`src/rtl/mux_4_1_arbiter.sv`:
```
// mux_4_1_arbiter: round-robin arbiter that shares a 10-bit 4:1 mux among four
// requesters, with a bounded burst length per grant.
//   clk, rst        : clock and synchronous active-high reset
//   req[3:0]        : per-requester request
//   a, b, c, d      : 10-bit data words of requesters 0..3
//   gnt[3:0]        : registered one-hot grant (zero when idle)
//   s[1:0]          : registered mux select (holds when idle)
//   out, out_valid  : registered transferred word and its strobe
module mux_4_1_arbiter #(
  parameter int unsigned MAX_HOLD = 8
) (
  input  logic       clk,
  input  logic       rst,
  input  logic [3:0] req,
  input  logic [9:0] a,
  input  logic [9:0] b,
  input  logic [9:0] c,
  input  logic [9:0] d,
  output logic [3:0] gnt,
  output logic [1:0] s,
  output logic [9:0] out,
  output logic       out_valid
);

  localparam logic [3:0] MAX_HOLD_C = 4'(MAX_HOLD);

  typedef enum logic {
    IDLE,
    GRANT
  } state_e;

  state_e     state_q, state_d;
  logic [1:0] owner_q, owner_d;
  logic [1:0] last_q, last_d;
  logic [3:0] hold_cnt_q, hold_cnt_d;
  logic [3:0] gnt_q, gnt_d;
  logic [1:0] s_q, s_d;
  logic [9:0] out_q, out_d;
  logic       out_valid_q, out_valid_d;

  logic       xfer;
  logic [3:0] owner_oh;
  logic [3:0] cand;
  logic [1:0] base;
  logic [1:0] idx;
  logic [1:0] winner;
  logic       found;
  logic       take;
  logic [3:0] cnt_inc;
  logic [9:0] mux_word;

  // Candidate set and scan origin: in IDLE scan all requests from last+1;
  // in GRANT scan from owner+1 with the owner masked out, which serves both
  // release (owner bit already low) and rotation (owner still requesting).
  always_comb begin
    owner_oh = 4'b0001 << owner_q;
    xfer     = |(gnt_q & req);
    cand     = (state_q == GRANT) ? (req & ~owner_oh) : req;
    base     = (state_q == GRANT) ? owner_q : last_q;
    found    = 1'b0;
    winner   = base;
    idx      = base;
    for (int unsigned k = 1; k <= 4; k++) begin
      idx = base + 2'(k);
      if (!found && cand[idx]) begin
        found  = 1'b1;
        winner = idx;
      end
    end
    cnt_inc = (hold_cnt_q == MAX_HOLD_C) ? MAX_HOLD_C : hold_cnt_q + 4'd1;
  end

  always_comb begin
    state_d    = state_q;
    owner_d    = owner_q;
    last_d     = last_q;
    hold_cnt_d = hold_cnt_q;
    gnt_d      = gnt_q;
    s_d        = s_q;
    take       = 1'b0;

    unique case (state_q)
      IDLE: begin
        take = found;
      end
      GRANT: begin
        if (!req[owner_q]) begin
          last_d = owner_q;
          if (found) begin
            take = 1'b1;
          end else begin
            state_d    = IDLE;
            gnt_d      = '0;
            hold_cnt_d = '0;
          end
        end else if (cnt_inc == MAX_HOLD_C && found) begin
          last_d = owner_q;
          take   = 1'b1;
        end else begin
          hold_cnt_d = cnt_inc;
        end
      end
      default: begin
        state_d = IDLE;
        gnt_d   = '0;
      end
    endcase

    if (take) begin
      state_d    = GRANT;
      owner_d    = winner;
      s_d        = winner;
      gnt_d      = 4'b0001 << winner;
      hold_cnt_d = '0;
    end
  end

  always_comb begin
    unique case (s_q)
      2'd0:    mux_word = a;
      2'd1:    mux_word = b;
      2'd2:    mux_word = c;
      default: mux_word = d;
    endcase
    out_valid_d = xfer;
    out_d       = xfer ? mux_word : out_q;
  end

  always_ff @(posedge clk) begin
    if (rst) begin
      state_q     <= IDLE;
      owner_q     <= '0;
      last_q      <= 2'd3;
      hold_cnt_q  <= '0;
      gnt_q       <= '0;
      s_q         <= '0;
      out_q       <= '0;
      out_valid_q <= 1'b0;
    end else begin
      state_q     <= state_d;
      owner_q     <= owner_d;
      last_q      <= last_d;
      hold_cnt_q  <= hold_cnt_d;
      gnt_q       <= gnt_d;
      s_q         <= s_d;
      out_q       <= out_d;
      out_valid_q <= out_valid_d;
    end
  end

  assign gnt       = gnt_q;
  assign s         = s_q;
  assign out       = out_q;
  assign out_valid = out_valid_q;

endmodule

```
`config.mk`:
```
export PLATFORM = sky130hd
export DESIGN_NAME = mux_4_1_arbiter
export DESIGN_NICKNAME = d
export VERILOG_FILES = /design/src/rtl/mux_4_1_arbiter.sv
export SDC_FILE = /design/constraint.sdc
export NUM_CORES = 1
export LEC_CHECK = 0
export ABC_CLOCK_PERIOD_IN_PS = 2900
export CORE_ASPECT_RATIO = 0.9
export CORE_MARGIN = 10
export CORE_UTILIZATION = 43
export DETAILED_ROUTE_END_ITERATION = 6
export PLACE_DENSITY_LB_ADDON = 0.15
export SYNTH_ARGS = -nofsm -noshare
export SYNTH_HDL_FRONTEND = slang
export SYNTH_SLANG_ARGS = --single-unit
```
`constraint.sdc`:
```
create_clock -name clk -period 2.9 [get_ports clk]
set_input_delay 0.87 -clock clk [delete_from_list [all_inputs] [get_ports clk]]
set_output_delay 0.87 -clock clk [all_outputs]
set_load 0.03 [all_outputs]
```
==> flow_summary.ini <==
[placed_design]
numPortBuffers = 62
place.gp.congestion = 0.989
dp_slack_ps = -44.4
hpwl_um = 4040

[setup_path]
path_class = in2reg
worst_ep_arrival_time_ps = 2910
required_ps = 3090
max_stage_delay_ps = 560
critPathMaxFanout = 3
crit_path_start_kind = input pin
path_cells = clkdlybuf4s50_1 > mux4_2 > and2_4 > a21boi_4 > or4b_4 > o2bb2ai_1
slowest_stage = or4b_4
cp-end-kind = flop

[clock_network]
cts_resized = 0
cts_buffers = 3
cts_buffer_depth = 2
clk_pin_slew_ps = 80
clk-insertion-delay-late_ps = 260
cts_hold_buf = 0
htree_levels = 1
postCtsSetupBuffers = 0
root_buffer = clkbuf_8
clock-sinks = 24
tritoncts = built

[finish]
syn_to_final_growth_pct = 50.2
drive_above_1_share_pct = 16.2
regArea_um2 = 480
final_util_pct = 68.9
num-nets-final = 283
n_antenna_cell = 0
fillerInstances = 273
multi_input_area_um2 = 1010

[floorplan]
coreArea_um2 = 3450
row_count = 20
start_util_pct = 45.9
design.die.area_um2 = 6510
die_w_um = 84.0
die_h_um = 77.6
io_pins = 63

[drt]
wl_per_cell_um = 18.0
vias_per_cell = 5.64
via_count = 1568
drt_pass1_iterations = 4
drt_first_iter_violations = 98
drc = 0
drt_wl_total_um = 5010
ant_nets = 0

[power_and_ir_drop]
finalPower_mw = 1.32
powerDensity_nw_per_um2 = 553
ir_drop_mv = 0.286
p_leak_nw = 0.939

[yosys]
ys.flop_type = dfxtp_1
synth_compound_area_share_pct = 20.1
synthArstFlopShare_pct = 0
synth_edf_count = 0
yosys.area.top_type = dfxtp_1
yosys.area_share.simple_pct = 14.3
synth_top_family_by_area = multiplexers
synth_xor_area_share_pct = 0.553
avgSynthCellArea_um2 = 9.60
synth_common_cells = dfxtp_1 (24), nor2_1 (20), mux2i_1 (17), mux4_2 (11), inv_1 (9)
synth_area_leaders = dfxtp_1 (30%), mux4_2 (16%), mux2i_1 (11%)
synthCells = 165
netlist_area_um2 = 1580
ys_warn_count = 0
synthAdderAreaFrac_pct = 1.58
yosysMostFrequentCell = dfxtp_1
synthMuxAreaShare_pct = 27.1
ys_ff_latch = 24
synth_top_area_share_pct = 30.3
synth.net_count = 213
yosysSeqAreaShare_pct = 30.3
synth_cell_type_count = 44

[global_routing]
grt_pass1_vias = 1611
grt_max_degree = 21
grt_use_total_pct = 14.9
grt_pass1_wl_um = 8230
antenna_found_initial = 0
gr-total-overflow = 0

[timing]
relSlewSlack_pct = 66.8
worst_pin_slew_ps = 498
final.period_utilization_pct = 93.7
fin_crit_ps = 2720
rsz0062_at_grt = no
fmax_ghz = 0.368
fin_ws_ps = 181
finClkSkew_ps = 5.32
hold_viol_final = 0
slew_viol_final = 0
setup-violations-final = 0

[hold_path]
hold_path.class = reg2reg

[flow_run]
max_cap_viol_count = 0

[outcome]
status = complete, no violations
## through the flow
stage	TNS (ps)	instance area [um^2]	std cells	hold slack [ps]
2_1_floorplan	0	1580	165	527
3_3_place_gp	0	2320	274	477
3_5_place_dp	-53.7	2320	274	484
4_1_cts	0	2380	278	504
5_1_grt	0	2380	278	532
6_report	0	2380	278	497
## kinds of logic after synthesis
family          count (synthesis)
simple gates                   45
compound gates                 42
fa+ha+maj                       2
xor+xnor                        1
buf+inv                        22
flops                          24
mux                            29
## power by group
part	internal (mW)	switching, mW	total [mW]	leakage, nW
clock network	0.121	0.102	0.223	0.0288
registers	0.383	0.0527	0.435	0.196
logic	0.340	0.318	0.658	0.714
## routing by layer
layer  part of all wire, %  vias to the layer above  global-route usage (%)
met1                    41                      751                    16.8
met5                     0                        -                       0
met4                   1.1                        0                    2.68
met2                    53                       54                    27.6
li1                      -                      757                       -
met3                   5.0                        6                    4.07
## final cells by class
cell class	count	area share [%]
Inverter	9	1.42
Sequential cell	24	20.2
Multi-Input combinational cell	119	42.6
Clock buffer	4	2.31
Timing Repair Buffer	78	31.1
Tap cell	44	2.31
## registers in the layout (all words and copies together), names as in the netlist
signal / flops
gnt: 4
hold_cnt_q: 4
last_q: 2
out: 10
out_valid: 1
s: 2
state_q: 1
## cell usage in the layout (no fill, tap or decap), types with 3 or more instances in the layout
master,netlist,final
clkdlybuf4s50_1,0,62
dfxtp_1,24,24
nor2_1,20,20
mux2i_1,17,17
buf_4,0,16
mux4_2,11,11
inv_1,9,9
o21ai_0,8,8
nand2_1,7,7
a21oi_1,5,5
clkbuf_8,0,4
nand3_1,3,3
nand2b_1,3,3
a21boi_0,3,3
a31oi_1,3,3
or3_1,3,3
o211ai_1,3,3
a22o_1,3,3
## worst max-delay path: cells and delay by family
kind | cells | cell delay (ps)
mux | 1 | 530
simple gates | 2 | 750
compound gates | 2 | 330
buf+inv | 1 | 430
## path summary, 6_finish.rpt
kind	start	endpoint	slack, ps	depth (start not counted)
min	out[1]$_SDFFE_PP0P_	out[1]$_SDFFE_PP0P_	500	2
max reg2reg	s[1]$_SDFFE_PP0P_	gnt[3]$_SDFFE_PP0P_	570	5
max	req[3]	gnt[3]$_SDFFE_PP0P_	180	6
min reg2reg	out[1]$_SDFFE_PP0P_	out[1]$_SDFFE_PP0P_	500	2
Note: power is estimated with default switching activity, not from simulation.
